## config.mk

```make
export PLATFORM = sky130hd
export DESIGN_NAME = pipe_credit_adapter
export DESIGN_NICKNAME = d
export VERILOG_FILES = /design/src/rtl/pipe_credit_adapter.sv
export SDC_FILE = /design/constraint.sdc
export NUM_CORES = 1
export LEC_CHECK = 0
export ABC_AREA = 0
export BUFFER_PORTS_ARGS = -buffer_cell sky130_fd_sc_hd__buf_2
export CORE_MARGIN = 5
export CORE_UTILIZATION = 55
export CTS_CLUSTER_DIAMETER = 50
export DETAILED_ROUTE_END_ITERATION = 8
export PLACE_DENSITY = 0.78
export RECOVER_POWER = 25
export SLEW_MARGIN = 20
export SYNTH_ARGS = -nofsm -noshare
export SYNTH_HDL_FRONTEND = slang
export SYNTH_SLANG_ARGS = --single-unit
```

## constraint.sdc

```tcl
create_clock -name clk -period 5.8 [get_ports clk]
set_clock_uncertainty 0.2 [all_clocks]
set_input_delay 0.87 -clock clk [delete_from_list [all_inputs] [get_ports clk]]
set_output_delay 0.87 -clock clk [all_outputs]
set_load 0.005 [all_outputs]
```

## src/rtl/pipe_credit_adapter.sv

```systemverilog
// Credit-throttled valid/ready wrapper around a fixed-latency, non-stalling pipeline.
// Define PIPE_CREDIT_ADAPTER_ERR_EN to build the sticky protocol-violation flag on err.
module pipe_credit_adapter #(
    parameter int width   = 8,
    parameter int latency = 5,
    parameter int depth   = 6
) (
    input  logic             clk,
    input  logic             rst,
    input  logic             up_vld,
    output logic             up_rdy,
    input  logic [width-1:0] up_data,
    output logic             pipe_vld,
    output logic [width-1:0] pipe_data,
    input  logic             pipe_res_vld,
    input  logic [width-1:0] pipe_res_data,
    output logic             down_vld,
    input  logic             down_rdy,
    output logic [width-1:0] down_data,
    output logic             err
);

    localparam int CW = $clog2(depth + 1);
    localparam int PW = $clog2(depth);
    localparam logic [CW:0]   DEPTH_S = (CW + 1)'(depth);
    localparam logic [CW-1:0] DEPTH_C = CW'(depth);
    localparam logic [PW-1:0] LAST    = PW'(depth - 1);

    if (latency < 1 || depth < 2) begin : g_bad_cfg
        $error("pipe_credit_adapter: need latency >= 1 and depth >= 2");
    end

    logic [CW-1:0]    in_flight;
    logic [CW-1:0]    count;
    logic [PW-1:0]    wr_ptr;
    logic [PW-1:0]    rd_ptr;
    logic [width-1:0] mem [depth];

    logic acc;
    logic push;
    logic pop;
    logic ret;

    // Credits = results still in the pipe plus results parked in the FIFO.
    assign up_rdy = ({1'b0, in_flight} + {1'b0, count}) < DEPTH_S;
    assign acc    = up_vld & up_rdy;

    assign pipe_vld  = acc;
    assign pipe_data = up_data;

    assign down_vld  = count != '0;
    assign down_data = mem[rd_ptr];
    assign pop       = down_vld & down_rdy;

    // A same-cycle pop frees the slot a full FIFO needs for this push.
    assign push = pipe_res_vld & ((count < DEPTH_C) | pop);
    assign ret  = pipe_res_vld & (in_flight != '0);

    always_ff @(posedge clk or negedge rst) begin
        if (!rst) begin
            in_flight <= '0;
            count     <= '0;
            wr_ptr    <= '0;
            rd_ptr    <= '0;
        end else begin
            in_flight <= in_flight + CW'(acc) - CW'(ret);
            count     <= count + CW'(push) - CW'(pop);
            if (push) begin
                wr_ptr <= (wr_ptr == LAST) ? '0 : wr_ptr + PW'(1);
            end
            if (pop) begin
                rd_ptr <= (rd_ptr == LAST) ? '0 : rd_ptr + PW'(1);
            end
        end
    end

    always_ff @(posedge clk) begin
        if (push) begin
            mem[wr_ptr] <= pipe_res_data;
        end
    end

`ifdef PIPE_CREDIT_ADAPTER_ERR_EN
    logic err_q;
    logic viol;

    assign viol = (pipe_res_vld & ~push) | (pipe_res_vld & (in_flight == '0));

    always_ff @(posedge clk or negedge rst) begin
        if (!rst) begin
            err_q <= 1'b0;
        end else if (viol) begin
            err_q <= 1'b1;
        end
    end

    assign err = err_q;
`else
    assign err = 1'b0;
`endif

endmodule

```

After elaboration in Yosys (flattened, before gate mapping)
Memory sizes are Yosys's and may differ from the RTL's. Cells that the tools add are included.

Add/sub/neg operators: 7. Magnitude comparators: 2. Eq/ne operators: 2. Multiplexer cells: 4. Bitwise operators: 5. Reduce and logical (&&, ||, !) cells: 2.

Operator list (number): 3-bit by 1-bit adder with 3-bit output (2); 3-bit by 1-bit adder with 3-bit output (second input constant) (2); 3-bit equality test (second input constant) (2); 3-bit 2-to-1 mux (2); 3-bit nonzero test (2); 3-bit by 1-bit subtractor with 3-bit output (2); 3-bit by 3-bit adder with 4-bit output (1); 1-bit AND (4); 4-bit by 3-bit < comparator with 1-bit output (second input constant) (1); 3-bit < comparator (second input constant) (1); 1-bit 2-to-1 mux (2); 1-bit bitwise OR (1).

Register bits after elaboration: 12. Memory bits (writable): 48. Bits of input ports: 21. Output and inout bits: 20. Logic and storage cells: 27. Memories: 1.

Memory list: mem (depth 6, bits a word 8, read ports 1, clocked after memory_dff 0, wr ports 1, line 37) `logic [width-1:0] mem [depth];`.

Logic depth before layout (Yosys ltp)
Gate-level depths: netlist of run 1.

Word-level depth: 6. Gate-level depth with buffers: 9. Mapped depth without buffers: 9.

Worst setup path before layout of run 1
No wires, ideal clock.

Path kind: reg2out. Start: register count[0]. End: output port pipe_vld. Arrival time: 1518 ps. Required time: 4730 ps. Path slack: 3212 ps. Stages on the path, launching flop included: 6. Path buffers: 0. Cells stage by stage: dfrtp_1 and2_1 fa_1 nand2b_1 a41oi_1 nor3b_1.

Word-level cells in the longest chain between the ends: 3.

Ends and longest elaborated chain: from (decl) (line 34) `logic [CW-1:0] count;`; from (signal assigned) (line 67) `count <= count + CW'(push) - CW'(pop);`; 3-bit by 3-bit adder with 4-bit output (line 45) `assign up_rdy = ({1'b0, in_flight} + {1'b0, count}) < DEPTH_S;`; 4-bit by 3-bit < comparator with 1-bit output (line 45); 1-bit AND (line 46) `assign acc = up_vld & up_rdy;`; to (decl) (line 13) `output logic pipe_vld,`.

Every way passes these cells.

Worst setup path in the final report of run 1
Same ends and word-level chain as after synthesis.

==> impl_metrics.toml, run 1 <==
[status]
outcome = "finished clean"

[layout]
fillerInstances = 352
finalInstanceArea_sq_mm = 0.002955
final_util_pct = 62.57
drive_above_1_share_pct = 23.50
nets = 226
syn2layout_area_growth_pct = 10.22
mostFrequentLayoutCells = "edfxtp_1, buf_2, inv_1"
antenna_cells = 0
final_common_cell = "edfxtp_1"

[drt]
routedWlPerCell_um = 17.99
vias = 1442
firstDrtPassIters = 4
viasPerCell = 5.401
routed_wl_um = 4802
drt_iter0_markers = 90
drc = 0
antenna_left = 0

[min_path]
hp-class = "input pin to async pin"

[logic_synthesis]
synth_seq_cells = 60
ys_types = 34
synth_area_sq_mm = 0.002681
syn_nets = 205
avgSynthCellArea_sq_um = 15.41
muxShareOfSynthArea_pct = 10.83
synthSimpleGateAreaFrac_pct = 4.806
synth_top_family_by_area = "multiplexers"
synthXorXnorAreaFrac_pct = 1.633
yosysSeqAreaShare_pct = 64.96
synth_compound_area_share_pct = 6.066
syn_inst = 174
synth_fa_ha_area_share_pct = 5.506
yosysWarningCount = 0

[power]
ir_worst_vdd_uv = 289.1
power.total_mw = 1.529
powerDensity_mw_per_mm2 = 517.5
leakagePower_nw = 1.112

[critical_path]
r2r-start = "count[0]"
r2r_setup_slack_ps = 3080
critical_path_class = "flop to output pin"
arrival_ps = 2160
critical_path.startpoint_type = "flop"
r2r-end = "in_flight[2]"
crit_start = "count[0]"
ff2ff_path_depth = 9
crit_required_ps = 4730
worst_setup_path_end_kind = "output pin"
crit_fanout = 5

[timing]
hold_violations = 0
rsz0062_at_grt = "no"
finalSetupTns_ps = 0
maxSlewViolCount = 0
fmax_ghz = 0.3097
setup_violations = 0
finalCriticalPeriod_ps = 3229
slew_headroom_pct = 30.98
worst_slew_pin_slew_ps = 1026
fin_crit_sh_pct = 55.68
hold_ws_ps = 358.6

[clock_tree]
clock_sinks = 60
insertion_delay_ps = 320
post_cts_resized = 0
post_cts_buffers = 0
cts_buffer_depth = 2
cts_root_buffer = "clkbuf_8"
clkTransAtPathRegs_ps = 70
postCtsHoldBufs = 0
cts_buffers = 9
htreeDepth = 3
cts_tree = "done"

[floorplan]
fp.dieW_um = 79.82
core_area_sq_mm = 0.004723
row_count = 25
die_h_um = 79.82
initial_core_util_pct = 56.77
die_area_sq_mm = 0.006371
io_pins = 41

[global_routing]
grt_first_pass_wirelength_um = 7797
grtUsageTotal_pct = 16.94
overflow = 0
grt_pass1_vias = 1547
grt_max_degree = 27
antenna_found_initial = 0

[placement]
port_buffers = 23
gp_congestion = 0.8214
placed_cell_area_sq_mm = 0.002793
post-dp-hpwl_um = 3307

[run]
maxCapViolations = 0
[worst max path at each step]
stage              endpoint  slack, ps
2_1_floorplan      pipe_vld       3210
3_3_place_gp   down_data[4]       2750
3_5_place_dp   down_data[3]       2680
4_1_cts        down_data[3]       2330
5_1_grt            pipe_vld       2360
6_report           pipe_vld       2570
[flip-flops by register name, indices dropped and copies added, names as in the netlist]
name       flops
wr_ptr         3
count          3
rd_ptr         3
mem           48
in_flight      3
[report_power, final]
group	total, mW	internal, mW	switching, mW
logic	0.516	0.270	0.245
clock network	0.321	0.175	0.146
registers	0.693	0.567	0.126
total	1.53	1.01	0.517
[cells by family after synthesis]
kind of cell | after synthesis
muxes | 26
xor gates and xnor gates | 5
other | 1
buffers and inverters | 29
DFF | 60
AOI/OAI and AO/OA | 17
and+or+nand+nor | 26
adders and majority gates | 10
[critical path, cell delays in order, from the launching register on]
cell and delay (ps):
dfrtp_1 440, and2_1 180, fa_1 460, nand2b_1 100, a41oi_1 160, nor3b_1 330, buf_2 180
[metrics by stage]
| stage | setup WS [ps] | cells |
|---|---|---|
| floorplan | 3212 | 174 |
| global placement | 2749 | 251 |
| detailed placement | 2679 | 251 |
| CTS | 2327 | 267 |
| global route | 2363 | 267 |
| finish | 2571 | 267 |
[synth_stat cells (all sizes together)]
library cell | count | share of area, %
nand2 | 4 | 0.56
o31ai | 1 | 0.79
or3 | 1 | 0.23
o211ai | 1 | 0.47
buf | 16 | 4.2
mux2 | 18 | 7.8
conb | 1 | 0.14
o21ai | 1 | 0.33
o31a | 1 | 0.33
nor2b | 1 | 0.23
nor3b | 1 | 0.28
mux2i | 8 | 3.0
edfxtp | 48 | 54
nor3 | 11 | 2.1
nand3 | 1 | 0.19
and2 | 1 | 0.23
xnor2 | 5 | 1.6
nor4 | 1 | 0.23
clkbuf | 1 | 0.14
a221o | 8 | 3.0
fa | 3 | 2.2
inv | 12 | 1.7
nand2b | 1 | 0.23
o22ai | 2 | 0.47
ha | 7 | 3.3
dfrtp | 12 | 11
a21oi | 2 | 0.37
a41oi | 1 | 0.33
nor2 | 4 | 0.56
[layer usage]
layer	global-route usage [%]	vias to the layer above	share of wire (%)
met1	19.79	698	42
met5	0	-	0
met2	26.96	50	49
met4	9.122	0	2.2
met3	6.433	12	6.7
li1	-	682	-
[layout make-up]
| type | count | area, sq um | area share [%] |
|---|---|---|---|
| multi-input combinational | 85 | 777.0 | 26.29 |
| sequential | 60 | 1743 | 58.98 |
| clock buffer | 13 | 158.9 | 5.377 |
| inverter | 12 | 45.04 | 1.524 |
| clock inverter | 3 | 12.51 | 0.4234 |
| tap | 67 | 83.83 | 2.837 |
| timing repair buffer | 27 | 135.1 | 4.572 |
No activity file was read; power rests on OpenSTA's default activity.
==> inputs of run 2 (changes only) <==
==> constraint.sdc (replaced) <==
create_clock -name clk -period 3 [get_ports clk]
set_clock_uncertainty 0.2 [all_clocks]
set_input_delay 0.45 -clock clk [delete_from_list [all_inputs] [get_ports clk]]
set_output_delay 0.45 -clock clk [all_outputs]
set_load 0.005 [all_outputs]
==> run 2 against run 1 <==
Worst hold slack worse by 140 ps; count of clock-buffer cells in the layout shrank 1; core utilization up 1.6 points; critical path depth did not move; die area is the same; worst setup slack worse by 2300 ps; largest cell class unchanged; highest routed layer unchanged.
==> impl_metrics.toml, run 2 (synthesis results as in run 1) <==
[power]
seqPwrFrac_pct = 40.0
sw_frac_of_total_pct = 32.78
ir_worst_vdd_uv = 666.8
leakagePower_nw = 1.157
comb_power_share_pct = 36.8
powerDensity_mw_per_mm2 = 1019
p_clk_share_pct = 23.2
p_int_mw = 2.077
power.switching_mw = 1.013

[floorplan]
fp.dieW_um = 79.82
initial_core_util_pct = 56.77
row_count = 25
io_pins = 41
die_area_sq_mm = 0.006371
core_area_sq_mm = 0.004723
die_h_um = 79.82

[drt]
vias = 1442
viasPerCell = 5.282
routed_wl_um = 4629
drt_iter0_markers = 70
antenna_left = 0
firstDrtPassIters = 4
routedWlPerCell_um = 16.96
drc = 0

[clock_tree]
cts_buffer_depth = 2
cts_buffers = 9
insertion_delay_ps = 320
htreeDepth = 3
cts_root_buffer = "clkbuf_8"
clkTransAtPathRegs_ps = 60
cts_tree = "done"
post_cts_buffers = 0
clock_sinks = 60

[global_routing]
grt_pass1_vias = 1467
grt_first_pass_wirelength_um = 7527
grtUsageTotal_pct = 16.22
antenna_found_initial = 0
overflow = 0
grt_max_degree = 27

[layout]
instances_no_fill = 273
antenna_cells = 0
drive_above_1_share_pct = 26.21
mostFrequentLayoutCells = "edfxtp_1, buf_2, inv_1, dfrtp_1"
nets = 232
largest_reg_flops = 48
syn2layout_area_growth_pct = 13.11
regMostFlops = "mem"
final_common_cell = "edfxtp_1"

[critical_path]
r2r_setup_slack_ps = 340
critical_path.startpoint_type = "flop"
crit_required_ps = 2350
crit_fanout = 5
arrival_ps = 2090
worst_setup_path_end_kind = "output pin"
critical_path_class = "flop to output pin"

[placement]
post-dp-hpwl_um = 3214
dp_cells = 256
gp_congestion = 0.8072
port_buffers = 23

[timing]
rsz0062_at_grt = "no"
setup_violations = 0
maxSlewViolCount = 0
hold_violations = 0
fin_crit_sh_pct = 91.21
hold_ws_ps = 216.5
finalSetupTns_ps = 0
fmax_ghz = 0.3655
finalCriticalPeriod_ps = 2736

[run]
maxCapViolations = 0

[min_path]
hp-class = "input pin to flop"

[status]
outcome = "finished clean"
[run 2: cell types whose count changed in the layout (fill, tap and decap cells not counted)]
cell / previous run / this run
dlygate4sd3_1: 0 / 1
clkinvlp_4: 0 / 1
clkinv_2: 1 / 2
dfrtp_1: 11 / 12
bufinv_16: 0 / 1
dfrtp_2: 1 / 0
buf_4: 4 / 9
clkbuf_1: 10 / 9
clkinv_1: 2 / 0
[run 2: critical path: stages, from the launching register on]
cell and delay (ps):
dfrtp_1 450, and2_1 180, fa_1 450, nand2b_1 90, a41oi_1 160, nor3b_1 280, buf_2 160
[run 2: power groups by stage]
stage / logic (mW) / registers [mW] / clock network, mW
2_1_floorplan: 0.871 / 1.19 / 0
3_3_place_gp: 1.09 / 1.24 / 0
3_5_place_dp: 1.15 / 1.25 / 0
4_1_cts: 1.16 / 1.24 / 0.733
5_1_grt: 1.28 / 1.25 / 0.774
6_report: 1.14 / 1.24 / 0.717
[run 2: metrics by stage]
stage	power, mW	setup WS (ps)	util [%]	instance area, sq um
after floorplan	2.065	430.1	-	2681
after global placement	2.328	468.0	59.92	2830
after detailed placement	2.406	340.5	59.92	2830
after CTS	3.127	239.5	64.42	3043
after global routing	3.305	136.4	64.21	3033
final	3.090	263.8	64.21	3033
[run 2: timing repair]
action / CTS / global route
resized for setup: 0 / 0
endpoints found under the hold margin: 12 / 0
hold buffers: 1 / 0
[run 2: worst paths after layout]
kind / startpoint / endpoint / depth (start not counted)
setup / recovery: count[0] / pipe_vld / 6
hold / removal: down_rdy / rd_ptr[0] / 3
setup reg to reg: count[0] / in_flight[1] / 9
hold reg to reg: wr_ptr[2] / wr_ptr[2] / 2
max in group asynchronous: rst / rd_ptr[1] / 2
min in group asynchronous: rst / in_flight[0] / 2
[run 2: area by class of cell]
class | instances | area [sq um]
Inverter | 12 | 45.04
Tap cell | 67 | 83.83
Timing Repair Buffer | 33 | 182.7
Multi-Input combinational cell | 85 | 777.0
Clock inverter | 4 | 47.55
Fill cell | 346 | 1690
Clock buffer | 12 | 155.1
Sequential cell | 60 | 1742
[run 2: routing by layer]
layer	track usage [%]	share of wire (%)	wire (um)	vias up
met2	26.63	51	2339	34
met1	19.52	42	1928	708
met4	8.615	1.7	81	0
met3	4.289	6.0	279	8
li1	-	-	-	692
met5	0	0	0	-
==> inputs of run 3 (changes only) <==
--- a/config.mk
+++ b/config.mk
@@ -9,6 +9,7 @@
 export BUFFER_PORTS_ARGS = -buffer_cell sky130_fd_sc_hd__buf_2
 export CORE_MARGIN = 5
 export CORE_UTILIZATION = 55
+export CTS_BUF_LIST = sky130_fd_sc_hd__clkbuf_8 sky130_fd_sc_hd__clkbuf_16
 export CTS_CLUSTER_DIAMETER = 50
 export DETAILED_ROUTE_END_ITERATION = 8
 export PLACE_DENSITY = 0.78
==> run 3 against run 2 <==
Register-to-register slack is essentially flat; count of clock-buffer cells in the layout shrank 1; worst hold slack is essentially flat; sequential cell count is the same; die area is the same; first-iteration DRC count is the same; critical path type unchanged.
==> impl_metrics.toml, run 3 (synthesis results as in run 1) <==
[status]
outcome = "finished clean"

[floorplan]
initial_core_util_pct = 56.77
io_pins = 41
die_h_um = 79.82
core_area_sq_mm = 0.004723
die_area_sq_mm = 0.006371
row_count = 25
fp.dieW_um = 79.82

[critical_path]
r2r_setup_slack_ps = 340
cp_cell_sequence = "and2_1 -> fa_1 -> nand2b_1 -> a41oi_1 -> nor3b_1 -> buf_2"
crit_fanout = 5
arrival_ps = 2090
crit_required_ps = 2350
critical_path_class = "flop to output pin"
cpPeakStageDelay_ps = 450
worst_setup_path_end_kind = "output pin"
critical_path.startpoint_type = "flop"
crit_path_top_delay_cell = "dfrtp_1"

[power]
leakagePower_nw = 1.161
ir_worst_vdd_uv = 666.1
power.total_mw = 3.086
powerDensity_mw_per_mm2 = 1017

[clock_tree]
cts_root_buffer = "clkbuf_8"
cts_buffers = 9
clkTransAtPathRegs_ps = 60
post_cts_buffers = 0
post_cts_resized = 0
cts_buffer_depth = 2
insertion_delay_ps = 320
cts_tree = "done"
clock_sinks = 60
htreeDepth = 3

[placement]
port_buffers = 23
gp_congestion = 0.8072
placed_cell_area_sq_mm = 0.002830
post-dp-hpwl_um = 3214
dp_cells = 256

[run]
maxCapViolations = 0

[global_routing]
grt_max_degree = 27
grt_pass1_vias = 1467
overflow = 0
grtUsageTotal_pct = 16.22
grt_first_pass_wirelength_um = 7527
antenna_found_initial = 0

[timing]
rsz0062_at_grt = "no"
hold_violations = 0
fin_crit_sh_pct = 91.24
setup_violations = 0
finalCriticalPeriod_ps = 2737
maxSlewViolCount = 0
finalSetupTns_ps = 0
fmax_ghz = 0.3653

[drt]
drt_iter0_markers = 70
drc = 0
routed_wl_um = 4636
firstDrtPassIters = 4
vias = 1449
routedWlPerCell_um = 16.98
antenna_left = 0
viasPerCell = 5.308

[layout]
final_common_cell = "edfxtp_1"
drive_above_1_share_pct = 26.21
nets = 232
instances_no_fill = 273
mostFrequentLayoutCells = "edfxtp_1, buf_2, inv_1, dfrtp_1"
finalInstanceArea_sq_mm = 0.003033
largest_reg_flops = 48
syn2layout_area_growth_pct = 13.11
final_util_pct = 64.21
antenna_cells = 0
regMostFlops = "mem"
fillerInstances = 346

[min_path]
hp-class = "input pin to flop"
run 3: cell count changes in the layout (fill, tap and decap cells not counted), sizes merged:
cell / previous run / this run
clkbuf: 20 / 19
inv: 12 / 13
run 3: worst paths after layout:
check	from	endpoint	cells after the start
setup / recovery	count[0]	pipe_vld	6
hold / removal	down_rdy	rd_ptr[0]	3
setup reg to reg	count[0]	in_flight[1]	9
hold reg to reg	wr_ptr[2]	wr_ptr[2]	2
max in group asynchronous	rst	rd_ptr[1]	2
min in group asynchronous	rst	in_flight[0]	2
run 3: worst max-delay path, delay by kind of cell (launching register included):
| family | cells | cell delay, ps |
|---|---|---|
| AND/OR/NAND/NOR | 3 | 550 |
| adder cells (fa/ha/maj) | 1 | 450 |
| flip-flops | 1 | 450 |
| buffers and inverters | 1 | 160 |
| AO/OA/AOI/OAI | 1 | 160 |
run 3: timing repair:
action / CTS / global route
hold buffers: 1 / 0
hold endpoints to repair: 12 / 0
setup endpoints to repair: 0 / 0
run 3: area by class of cell:
type / instances / area [sq um] / area share (%)
flip-flops and latches: 60 / 1742 / 57.43
multi-input cells: 85 / 777.0 / 25.62
repair buffers: 33 / 182.7 / 6.023
clock buffers: 11 / 151.4 / 4.992
well taps: 67 / 83.83 / 2.764
clock inverters: 5 / 51.30 / 1.691
inverters: 12 / 45.04 / 1.485
run 3: metal layers:
metal  GRT usage [%]  wire length (um)
met4           8.615                81
met5               0                 0
met2           26.63              2338
met3           4.289               290
met1           19.52              1925
run 3: power by group:
part	total, mW	leakage (nW)	switching (mW)	internal, mW
combinational	1.14	0.475	0.580	0.556
clock	0.714	0.107	0.292	0.423
sequential	1.23	0.580	0.140	1.09
total	3.09	1.16	1.01	2.07
run 3: metrics by stage:
| step | hold slack [ps] | worst slack, ps |
|---|---|---|
| floorplan | -45.59 | 430.1 |
| global placement | 139.2 | 468.0 |
| detailed placement | 147.8 | 340.5 |
| CTS | 149.8 | 239.5 |
| global route | 213.7 | 136.4 |
| finish | 216.8 | 262.8 |
